$ cat src/rtl/lcd_scan_if.sv
// rtl/lcd_scan_if.sv - LCD scan controller pin and line-fetch handshake bundle
interface lcd_scan_if;
   logic       enable_i;
   logic       hsync_o;
   logic       vsync_o;
   logic       den_o;
   logic [8:0] col_o;
   logic [8:0] lin_o;
   logic       frame_start_o;
   logic       fetch_req_o;
   logic [8:0] fetch_lin_o;
   logic       fetch_ack_i;
   logic       underrun_o;
   logic       underrun_clr_i;

   modport master (
      input  enable_i, fetch_ack_i, underrun_clr_i,
      output hsync_o, vsync_o, den_o, col_o, lin_o, frame_start_o,
             fetch_req_o, fetch_lin_o, underrun_o
   );

   modport slave (
      output enable_i, fetch_ack_i, underrun_clr_i,
      input  hsync_o, vsync_o, den_o, col_o, lin_o, frame_start_o,
             fetch_req_o, fetch_lin_o, underrun_o
   );
endinterface

$ cat src/rtl/lcd_scan_ctrl.sv
// rtl/lcd_scan_ctrl.sv - LCD raster scan sequencer with per-line fetch request and underrun blanking
module lcd_scan_ctrl #(
   parameter int H_ACTIVE = 480,
   parameter int H_FP     = 2,
   parameter int H_SYNC   = 41,
   parameter int H_BP     = 2,
   parameter int V_ACTIVE = 272,
   parameter int V_FP     = 2,
   parameter int V_SYNC   = 10,
   parameter int V_BP     = 2
) (
   input  logic        pxclk_i,
   input  logic        rstn_i,
   lcd_scan_if.master  bus
);

   localparam int H_TOTAL = H_ACTIVE + H_FP + H_SYNC + H_BP;
   localparam int V_TOTAL = V_ACTIVE + V_FP + V_SYNC + V_BP;

   localparam logic [9:0] H_VIS  = 10'(H_ACTIVE);
   localparam logic [9:0] H_S0   = 10'(H_ACTIVE + H_FP);
   localparam logic [9:0] H_S1   = 10'(H_ACTIVE + H_FP + H_SYNC);
   localparam logic [9:0] H_LAST = 10'(H_TOTAL - 1);
   localparam logic [8:0] V_VIS  = 9'(V_ACTIVE);
   localparam logic [8:0] V_S0   = 9'(V_ACTIVE + V_FP);
   localparam logic [8:0] V_S1   = 9'(V_ACTIVE + V_FP + V_SYNC);
   localparam logic [8:0] V_LAST = 9'(V_TOTAL - 1);

   typedef enum logic {IDLE, REQ} state_t;

   state_t     state_q, state_d;
   logic [9:0] hcnt_q, hcnt_d;
   logic [8:0] vcnt_q, vcnt_d;
   logic       line_ok_q, line_ok_d;
   logic       underrun_q, underrun_d;
   logic       hsync_q, hsync_d;
   logic       vsync_q, vsync_d;
   logic       den_q, den_d;
   logic [8:0] col_q, col_d;
   logic [8:0] lin_q, lin_d;
   logic       fs_q, fs_d;
   logic       req_q, req_d;
   logic [8:0] flin_q, flin_d;

   logic       wrap;
   logic [8:0] next_line;

   assign wrap      = (hcnt_q == H_LAST);
   assign next_line = (vcnt_q == V_LAST) ? 9'd0 : vcnt_q + 9'd1;

   always_comb begin
      state_d    = state_q;
      line_ok_d  = line_ok_q;
      req_d      = req_q;
      flin_d     = flin_q;
      underrun_d = bus.underrun_clr_i ? 1'b0 : underrun_q;
      hcnt_d     = wrap ? 10'd0 : hcnt_q + 10'd1;
      vcnt_d     = vcnt_q;
      if (wrap) begin
         vcnt_d = next_line;
      end

      // Request for line N goes out as soon as line N-1 has finished its visible pixels.
      case (state_q)
         IDLE: begin
            if (hcnt_q == H_VIS && next_line < V_VIS) begin
               state_d   = REQ;
               req_d     = 1'b1;
               flin_d    = next_line;
               line_ok_d = 1'b0;
            end
         end
         REQ: begin
            if (bus.fetch_ack_i) begin
               state_d   = IDLE;
               req_d     = 1'b0;
               line_ok_d = 1'b1;
            end else if (wrap) begin
               state_d    = IDLE;
               req_d      = 1'b0;
               line_ok_d  = 1'b0;
               underrun_d = 1'b1;
            end
         end
         default: state_d = IDLE;
      endcase

      if (!bus.enable_i) begin
         hcnt_d     = H_VIS;
         vcnt_d     = V_LAST;
         state_d    = IDLE;
         req_d      = 1'b0;
         flin_d     = 9'd0;
         line_ok_d  = 1'b0;
         underrun_d = bus.underrun_clr_i ? 1'b0 : underrun_q;
      end

      // Outputs are registered from the next counter position so they line up with hcnt_q/vcnt_q.
      hsync_d = !(bus.enable_i && hcnt_d >= H_S0 && hcnt_d < H_S1);
      vsync_d = !(bus.enable_i && vcnt_d >= V_S0 && vcnt_d < V_S1);
      den_d   = bus.enable_i && hcnt_d < H_VIS && vcnt_d < V_VIS && line_ok_d;
      col_d   = den_d ? hcnt_d[8:0] : 9'd0;
      lin_d   = den_d ? vcnt_d : 9'd0;
      fs_d    = bus.enable_i && hcnt_d == 10'd0 && vcnt_d == 9'd0;
   end

   always_ff @(posedge pxclk_i) begin
      if (!rstn_i) begin
         state_q    <= IDLE;
         hcnt_q     <= H_VIS;
         vcnt_q     <= V_LAST;
         line_ok_q  <= 1'b0;
         underrun_q <= 1'b0;
         hsync_q    <= 1'b1;
         vsync_q    <= 1'b1;
         den_q      <= 1'b0;
         col_q      <= 9'd0;
         lin_q      <= 9'd0;
         fs_q       <= 1'b0;
         req_q      <= 1'b0;
         flin_q     <= 9'd0;
      end else begin
         state_q    <= state_d;
         hcnt_q     <= hcnt_d;
         vcnt_q     <= vcnt_d;
         line_ok_q  <= line_ok_d;
         underrun_q <= underrun_d;
         hsync_q    <= hsync_d;
         vsync_q    <= vsync_d;
         den_q      <= den_d;
         col_q      <= col_d;
         lin_q      <= lin_d;
         fs_q       <= fs_d;
         req_q      <= req_d;
         flin_q     <= flin_d;
      end
   end

   assign bus.hsync_o       = hsync_q;
   assign bus.vsync_o       = vsync_q;
   assign bus.den_o         = den_q;
   assign bus.col_o         = col_q;
   assign bus.lin_o         = lin_q;
   assign bus.frame_start_o = fs_q;
   assign bus.fetch_req_o   = req_q;
   assign bus.fetch_lin_o   = flin_q;
   assign bus.underrun_o    = underrun_q;

endmodule
$ cat src/flat_wrapper.sv
// flat-port wrapper written by rule: the top's interface ports become plain ports
module lcd_scan_ctrl_flat 
#(
   parameter int H_ACTIVE = 480,
   parameter int H_FP     = 2,
   parameter int H_SYNC   = 41,
   parameter int H_BP     = 2,
   parameter int V_ACTIVE = 272,
   parameter int V_FP     = 2,
   parameter int V_SYNC   = 10,
   parameter int V_BP     = 2
)
  (pxclk_i, rstn_i, bus_enable_i, bus_fetch_ack_i, bus_underrun_clr_i, bus_hsync_o, bus_vsync_o, bus_den_o, bus_col_o, bus_lin_o, bus_frame_start_o, bus_fetch_req_o, bus_fetch_lin_o, bus_underrun_o);
  lcd_scan_if bus_i ();
  input  logic pxclk_i;
  input  logic rstn_i;
  input wire logic [$bits(bus_i.enable_i)-1:0] bus_enable_i;
  input wire logic [$bits(bus_i.fetch_ack_i)-1:0] bus_fetch_ack_i;
  input wire logic [$bits(bus_i.underrun_clr_i)-1:0] bus_underrun_clr_i;
  output wire logic [$bits(bus_i.hsync_o)-1:0] bus_hsync_o;
  output wire logic [$bits(bus_i.vsync_o)-1:0] bus_vsync_o;
  output wire logic [$bits(bus_i.den_o)-1:0] bus_den_o;
  output wire logic [$bits(bus_i.col_o)-1:0] bus_col_o;
  output wire logic [$bits(bus_i.lin_o)-1:0] bus_lin_o;
  output wire logic [$bits(bus_i.frame_start_o)-1:0] bus_frame_start_o;
  output wire logic [$bits(bus_i.fetch_req_o)-1:0] bus_fetch_req_o;
  output wire logic [$bits(bus_i.fetch_lin_o)-1:0] bus_fetch_lin_o;
  output wire logic [$bits(bus_i.underrun_o)-1:0] bus_underrun_o;
  assign bus_i.enable_i = bus_enable_i;
  assign bus_i.fetch_ack_i = bus_fetch_ack_i;
  assign bus_i.underrun_clr_i = bus_underrun_clr_i;
  assign bus_hsync_o = bus_i.hsync_o;
  assign bus_vsync_o = bus_i.vsync_o;
  assign bus_den_o = bus_i.den_o;
  assign bus_col_o = bus_i.col_o;
  assign bus_lin_o = bus_i.lin_o;
  assign bus_frame_start_o = bus_i.frame_start_o;
  assign bus_fetch_req_o = bus_i.fetch_req_o;
  assign bus_fetch_lin_o = bus_i.fetch_lin_o;
  assign bus_underrun_o = bus_i.underrun_o;
  lcd_scan_ctrl #(.H_ACTIVE(H_ACTIVE), .H_FP(H_FP), .H_SYNC(H_SYNC), .H_BP(H_BP), .V_ACTIVE(V_ACTIVE), .V_FP(V_FP), .V_SYNC(V_SYNC), .V_BP(V_BP)) u_core (.pxclk_i(pxclk_i), .rstn_i(rstn_i), .bus(bus_i));
endmodule
$ cat config.mk
export PLATFORM = sky130hd
export DESIGN_NAME = lcd_scan_ctrl_flat
export DESIGN_NICKNAME = d
export VERILOG_FILES = /design/src/rtl/lcd_scan_if.sv /design/src/rtl/lcd_scan_ctrl.sv /design/src/flat_wrapper.sv
export SDC_FILE = /design/constraint.sdc
export NUM_CORES = 1
export LEC_CHECK = 0
export CORE_ASPECT_RATIO = 1.1
export CORE_MARGIN = 2
export CORE_UTILIZATION = 40
export DETAILED_ROUTE_END_ITERATION = 10
export SETUP_SLACK_MARGIN = 0.1
export SYNTH_ARGS = -nofsm -noshare
export SYNTH_HDL_FRONTEND = slang
export SYNTH_SLANG_ARGS = --single-unit
$ cat constraint.sdc
create_clock -name pxclk_i -period 6.3 [get_ports pxclk_i]
set_input_delay 1.26 -clock pxclk_i [delete_from_list [all_inputs] [get_ports pxclk_i]]
set_output_delay 1.26 -clock pxclk_i [all_outputs]
set_load 0.01 [all_outputs]
**After elaboration in Yosys (flattened, before gate mapping)**

Cells that the tools add are included.

- Logic and storage cells: 69
- Register bits: 54
- Input bits: 5

- Order comparisons: 7
- Reductions and logical operators: 18
- $add $sub $neg: 2
- Eq/ne operators: 5
- Bitwise operators: 1
- Mux-type cells: 23

Operators by type and width:

| operator | number |
|---|---|
| $lt 9x9->1 const B | 3 |
| $mux 9 | 3 |
| $mux 10 | 2 |
| $mux 1 | 15 |
| $add 10x1->10 const B | 1 |
| $eq 10x10->1 const B | 1 |
| $eq 10x9->1 const B | 1 |
| $ge 10x9->1 const B | 1 |
| $logic_and 1x1->1 | 10 |
| $logic_not 10->1 | 1 |
| $lt 10x10->1 const B | 1 |
| $lt 10x9->1 const B | 1 |
| $add 9x1->9 const B | 1 |
| $eq 9x9->1 const B | 1 |
| $ge 9x9->1 const B | 1 |
| $logic_not 9->1 | 1 |
| $reduce_and 2->1 | 4 |
| $pmux 1 s2 | 3 |
| $ne 3x3->1 const B | 1 |
| $logic_not 1->1 | 2 |
| $ne 2x1->1 const B | 1 |
| $not 1->1 | 1 |

**Longest topological paths before layout**

Gate-level depths: netlist of the first run.

- Word-level depth: 9
- Mapped depth: 10
- Mapped depth without buffers: 8

**Worst setup path before layout of the first run**

Ideal clock, no wire load.

- Path type: in2reg
- From: in bus_enable_i
- To: reg u_core.col_q[8], in the netlist u_core.bus.col_o[8]
- Buffers on the path: 2
- Path slack: 3.539 ns
- Library setup time: 0.086 ns
- Stages on the path: 8
- Arrival time: 2.676 ns
- Path through: clkbuf_1 -> and2_1 -> and3_1 -> a31oi_1 -> a311oi_1 -> nand2_1 -> buf_2 -> a211oi_1

- Word-level cells in the longest chain between the ends: 6
- Elaborated cells between the ends (all ways): 9

RTL lines:

| what | RTL line | source |
|---|---|---|
| start: declaration | flat_wrapper.sv:17 | `input wire logic [$bits(bus_i.enable_i)-1:0] bus_enable_i;` |
| $mux 10 | lcd_scan_ctrl.sv:88 | `if (!bus.enable_i) begin` |
| $lt 10x9->1 | lcd_scan_ctrl.sv:101 | `den_d = bus.enable_i && hcnt_d < H_VIS && vcnt_d < V_VIS && line_ok_d;` |
| $logic_and 1x1->1 (3 in a row) | lcd_scan_ctrl.sv:101 |  |
| $reduce_and 2->1 (no source line) | - |  |
| end signal: assignment | lcd_scan_ctrl.sv:131 | `col_q <= col_d;` |
| end: declaration | lcd_scan_ctrl.sv:39 | `logic [8:0] col_q, col_d;` |

Parallel ways exist; a longest one is shown, timed or not.
A chain may end at the register's enable or synchronous reset.

**Worst setup path after layout of the first run**

- From: in bus_enable_i
- To: reg u_core.col_q[0], in the netlist u_core.bus.col_o[0]

The elaborated chain is that of the path after synthesis.

==> impl_metrics.yaml, run 1 <==
floorplan:
  io_pins: 38
  initial_core_util_pct: 40.94
  rows: 31
  die_h_microns: 89.65
  die_w_microns: 81.86
  die_area_sq_um: 7339
  core-area_sq_um: 6516
detailed_routing:
  vias: 2296
  drc: 0
  vias_per_cell: 5.546
  wl_per_cell_microns: 15.57
  drt_wl_total_mm: 6.447
  ant_nets: 0
  drt_pass1_iterations: 4
  drtIter0Drc: 115
synth:
  synth_nets: 315
  yosysUniqueCellTypes: 52
  synth_seq_area_share_pct: 40.53
  yosysWarnings: 0
  netlist.area_leader.share_pct: 40.53
  syn-cell-area_sq_um: 2668
  synthCells: 306
  syn_avg_cell_area_sq_um: 8.718
  synthFlopType: "dfxtp_1"
  yosysTopAreaCell: "dfxtp_1"
  ys_ff_latch: 54
  synth_edf_count: 0
  async_flop_share_pct: 0
  synth.area.top_cells: "dfxtp_1 41%, nand2_1 4.6%, a21oi_1 3.2%"
setup_path:
  reg2reg_setup_slack_ns: 3.10
  startpoint: "bus_enable_i"
  r2r_start: "u_core.hcnt_q[0]"
  critPathLaunchType: "input pin"
  crit_required_ns: 6.50
  cp_max_fo: 19
  arrival_ns: 4.15
  worst-setup-path-type: "input pin to register"
  setup.worst_path.end_class: "register"
global_routing:
  antenna_found_initial: 0
  grt_pass1_wl_mm: 10.73
  grt_max_degree: 22
  first_global_vias: 2229
  grt_use_total_pct: 19.09
  grt-ovfl-total: 0
clock_tree:
  clock_path_buffers: 2
  postCtsResizedCells: 0
  clock-root-buffer: "clkbuf_8"
  cts_tree: "done"
  cts_made_buffers: 5
  numClockSinks: 54
  hold_buffers: 0
  clkLatencyLatePin_ns: 0.31
  cts_max_level: 2
  postCtsSetupRepairBufs: 0
  cts.clk_slew.worst_paths_ns: 0.09
cells_and_area:
  area_delta_synth_final_pct: 18.43
  instances_no_fill: 414
  antenna_cells: 0
  drive_gt1_share_pct: 7.530
  nNetsFinal: 340
  fin_util_pct: 48.48
pwr:
  ir_drop_v: 0.0001067
  power_mw: 0.6092
  p_leak_nw: 1.046
  power.density_nw_per_um2: 192.8
placement:
  place.gp.congestion: 0.8199
  dp_hpwl_mm: 4.677
  io_buffers: 37
  place_inst: 406
timing:
  rsz0062_at_grt: "false"
  setup_violations: 0
  slew_viol_final: 0
  fmax_ghz: 0.2532
  finalHoldViolations: 0
  fin_crit_ns: 3.949
  finalClockSkew_ns: 0.006285
  timing.slew.headroom_pct: 39.32
  worstMarginPinSlew_ns: 0.9081
  fin_setup_tns_ns: 0
  period_share_pct: 62.68
job:
  cap_violations: 0
run_status:
  status: "completed"
hold_path:
  hp-start: "u_core.bus.fetch_lin_o[2]"
  holdCritPathClass: "register to register"
[worst max-delay path: stages]
cell             delay, ns
clkdlybuf4s50_1       0.93
and2_1                0.48
and3_1                0.21
a31oi_1               0.05
a311oi_1              0.26
nand2_1               0.55
nor4_1                0.40
[registers in the layout, indices dropped and copies added (netlist names)]
name,flops
u_core.bus.frame_start_o,1
u_core.bus.fetch_lin_o,9
u_core.bus.fetch_req_o,1
u_core.bus.col_o,9
u_core.bus.vsync_o,1
u_core.state_q,1
u_core.hcnt_q,10
u_core.line_ok_q,1
u_core.bus.den_o,1
u_core.vcnt_q,9
u_core.bus.underrun_o,1
u_core.bus.hsync_o,1
u_core.bus.lin_o,9
[layout make-up]
| class | count | area, sq um |
|---|---|---|
| inverter | 9 | 33.78 |
| multi-input combinational | 224 | 1458 |
| timing repair buffer | 37 | 370.4 |
| clock inverter | 3 | 45.04 |
| sequential | 54 | 1081 |
| clock buffer | 5 | 68.82 |
| tap | 82 | 102.6 |
| fill | 656 | 3357 |
[where the power goes]
group          leakage (nW)  total [mW]  switching (mW)  internal [mW]
Combinational         0.559      0.0299          0.0176         0.0123
Sequential            0.436       0.346         0.00275          0.344
Clock                0.0504       0.233           0.115          0.118
Total                  1.05       0.609           0.135          0.474
[per-stage QoR]
stage	area [sq um]	worst slack [ns]	hold WS, ns
after floorplan	2668	3.539	0.4805
after global placement	3045	2.098	0.4565
after detailed placement	3045	2.012	0.4701
after CTS	3159	2.336	0.4820
after global routing	3159	2.128	0.5116
final	3159	2.351	0.4805
[cell usage in the layout, fill, tap and decap left out, types with 2 or more instances in the layout]
master and instances:
a2111oi_0 2, a211oi_1 4, a211oi_2 6, a21oi_1 17
a311oi_1 3, a31oi_1 3, a32oi_1 2, and2_1 12
and3_1 12, and3b_1 2, clkbuf_8 5, clkdlybuf4s50_1 37
clkinvlp_4 2, dfxtp_1 54, ha_1 4, inv_1 9
mux2i_1 2, nand2_1 33, nand3_1 10, nand4_1 10
nor2_1 18, nor2b_1 5, nor3_1 10, nor3_2 4
nor3b_1 3, nor4_1 6, nor4b_2 2, o21ai_0 15
o311a_1 2, or3_1 2, xnor2_1 8, xor2_1 7
[cell usage after synthesis (all sizes together) (4+ instances only)]
library cell,count
nor2b,5
nand3,11
nand4,10
dfxtp,54
a211oi,10
nor3,14
nor2,18
buf,9
o21ai,15
xnor2,8
clkbuf,10
inv,9
nor4,6
a21oi,18
ha,4
nand2,33
and2,12
xor2,7
and3,12
[cells by family (layout without fill, tap and decap cells)]
family	after synthesis	in the layout	synth area share, %
and+or+nand+nor	137	137	28.85
AOI/OAI and AO/OA	66	66	18.25
DFF	54	54	40.53
buffers and inverters	28	54	4.831
xor gates and xnor gates	15	15	4.925
adders and majority gates	4	4	1.876
muxes	2	2	0.7505
[layer usage]
metal  GRT usage, %  part of all wire [%]  wire length [microns]
met3          2.800                   2.9                    189
met4          6.515                   1.6                    106
met5              0                     0                      0
met1          24.43                    46                   2958
met2          32.89                    50                   3192
[worst paths after layout]
kind / endpoint / cells past startpoint
worst max-delay path: u_core.bus.col_o[0] / 7
worst min-delay path: u_core.bus.fetch_lin_o[2] / 2
worst max register to register: u_core.bus.col_o[0] / 8
worst min register to register: u_core.bus.fetch_lin_o[2] / 2
Power figures use the tool's default switching activity.
==> inputs of run 2 (changes only) <==
- clock period: 6.3 -> 3.6 ns (I/O delays scaled with it)
==> run 2 against run 1 <==
  * Global-route usage down 0.36 points
  * Die area is the same
  * Cell count rose by 1.9%
  * Routed wire length increased by 1.9%
  * Combinational power grew 92%
  * Worst setup slack got worse by 1.7 ns
  * Count of clock-buffer cells in the layout stayed put
  * Worst hold slack worse by 0.010 ns
  * Sequential power rose by 75%
  * Critical path type is now register to register
  * Highest routed layer unchanged
==> impl_metrics.yaml, run 2 (synthesis gave the netlist of run 1 again) <==
timing:
  setup_violations: 0
  fin_crit_ns: 2.912
  finalClockSkew_ns: 0.01236
  finalHoldViolations: 0
  timing.slew.headroom_pct: 57.74
  period_share_pct: 80.88
  rsz0062_at_grt: "false"
  worst_hold_slack_ns: 0.4702
  fmax_ghz: 0.3434
  fin_setup_tns_ns: 0
  slew_viol_final: 0
  worstMarginPinSlew_ns: 0.6324
run_status:
  status: "completed"
cells_and_area:
  drive_gt1_share_pct: 9.706
  regMostFlops: "u_core.hcnt_q"
  area_delta_synth_final_pct: 19.98
  final_common_cell: "dfxtp_1"
  largest_reg_flops: 10
  final_cell_mix: "54 x dfxtp_1, 37 x clkdlybuf4s50_1, 33 x nand2_1"
  num-fill-cells: 646
  nNetsFinal: 348
  finalInstanceArea_sq_um: 3201
  antenna_cells: 0
setup_path:
  reg2reg_setup_slack_ns: 0.69
  startpoint: "u_core.hcnt_q[0]"
  cp-endpoint: "u_core.bus.col_o[1]"
  worst-setup-path-type: "register to register"
  critPathLaunchType: "register"
  r2r_start: "u_core.hcnt_q[0]"
  r2r-end: "u_core.bus.col_o[1]"
  arrival_ns: 3.09
  cp_max_fo: 17
  crit_required_ns: 3.77
  rr_worst_depth: 8
  setup.worst_path.end_class: "register"
detailed_routing:
  vias_per_cell: 5.637
  drt_wl_total_mm: 6.572
  vias: 2379
  wl_per_cell_microns: 15.57
  drc: 0
  drt_pass1_iterations: 4
  drtIter0Drc: 99
  ant_nets: 0
clock_tree:
  cts_tree: "done"
  clock_path_buffers: 2
  cts_max_level: 2
  cts.clk_slew.worst_paths_ns: 0.10
  postCtsSetupRepairBufs: 0
  clock-root-buffer: "clkbuf_8"
  clkLatencyLatePin_ns: 0.32
  cts_made_buffers: 5
  numClockSinks: 54
  postCtsResizedCells: 0
  hold_buffers: 0
global_routing:
  grt_pass1_wl_mm: 10.51
  grt-ovfl-total: 0
  grt_use_total_pct: 18.74
  grt_max_degree: 19
  first_global_vias: 2189
  antenna_found_initial: 0
floorplan:
  die_area_sq_um: 7339
  initial_core_util_pct: 40.94
  core-area_sq_um: 6516
  rows: 31
  io_pins: 38
  die_h_microns: 89.65
  die_w_microns: 81.86
pwr:
  ir_drop_v: 0.0001824
  p_leak_nw: 1.081
  power.density_nw_per_um2: 315.6
placement:
  io_buffers: 37
  placed_area_sq_um: 3105
  place.gp.congestion: 0.9016
  dp_hpwl_mm: 4.866
job:
  cap_violations: 0
hold_path:
  holdCritPathClass: "register to register"
## run 2: report_power, final
part           switching, mW  leakage, nW  internal, mW
logic                 0.0331        0.596        0.0243
clock network          0.206       0.0483         0.141
registers            0.00464        0.436         0.602
## run 2: worst max-delay path, stage by stage, from the launching register on
cell      delay (ns)
dfxtp_1         0.39
inv_1           0.12
ha_1            0.17
nor4b_2         0.36
nand3_1         0.46
nor3_1          0.46
a211oi_2        0.15
a21oi_4         0.53
nor4b_2         0.12
## run 2: per-layer routing
layer  part of all wire, %  GRT usage (%)  up-vias
met5                     0              0        -
met1                    45          24.45     1134
met3                   4.2          3.200       12
met4                   2.3          7.424        0
met2                    48          30.82       49
li1                      -              -     1184
## run 2: cell type report
| type | instances | area [sq um] | share of cell area (%) |
|---|---|---|---|
| Tap cell | 82 | 102.6 | 3.206 |
| Timing Repair Buffer | 45 | 430.4 | 13.45 |
| Inverter | 9 | 33.78 | 1.056 |
| Multi-Input combinational cell | 224 | 1458 | 45.54 |
| Clock inverter | 3 | 26.28 | 0.8210 |
| Sequential cell | 54 | 1081 | 33.78 |
| Clock buffer | 5 | 68.82 | 2.150 |
## run 2: worst min path at each step
stage / endpoint / start / slack, ns / cells after the start
after global placement: u_core.bus.fetch_req_o / u_core.bus.fetch_req_o / 0.46 / 2
after detailed placement: u_core.bus.fetch_req_o / u_core.bus.fetch_req_o / 0.46 / 2
final: u_core.bus.fetch_req_o / u_core.bus.fetch_req_o / 0.47 / 2
after CTS: u_core.bus.fetch_req_o / u_core.bus.fetch_req_o / 0.48 / 2
after global routing: u_core.bus.fetch_req_o / u_core.bus.fetch_req_o / 0.50 / 2
after floorplan: u_core.bus.fetch_req_o / u_core.bus.fetch_req_o / 0.48 / 2
## run 2: through the flow
step / total power [mW] / util [%] / setup WS [ns] / std cells
floorplan: 0.6525 / - / 1.364 / 306
global placement: 0.6769 / 47.66 / 0.8391 / 414
detailed placement: 0.6773 / 47.66 / 0.7524 / 414
CTS: 1.023 / 49.12 / 0.7234 / 422
global route: 1.055 / 49.12 / 0.3802 / 422
finish: 1.010 / 49.12 / 0.6882 / 422
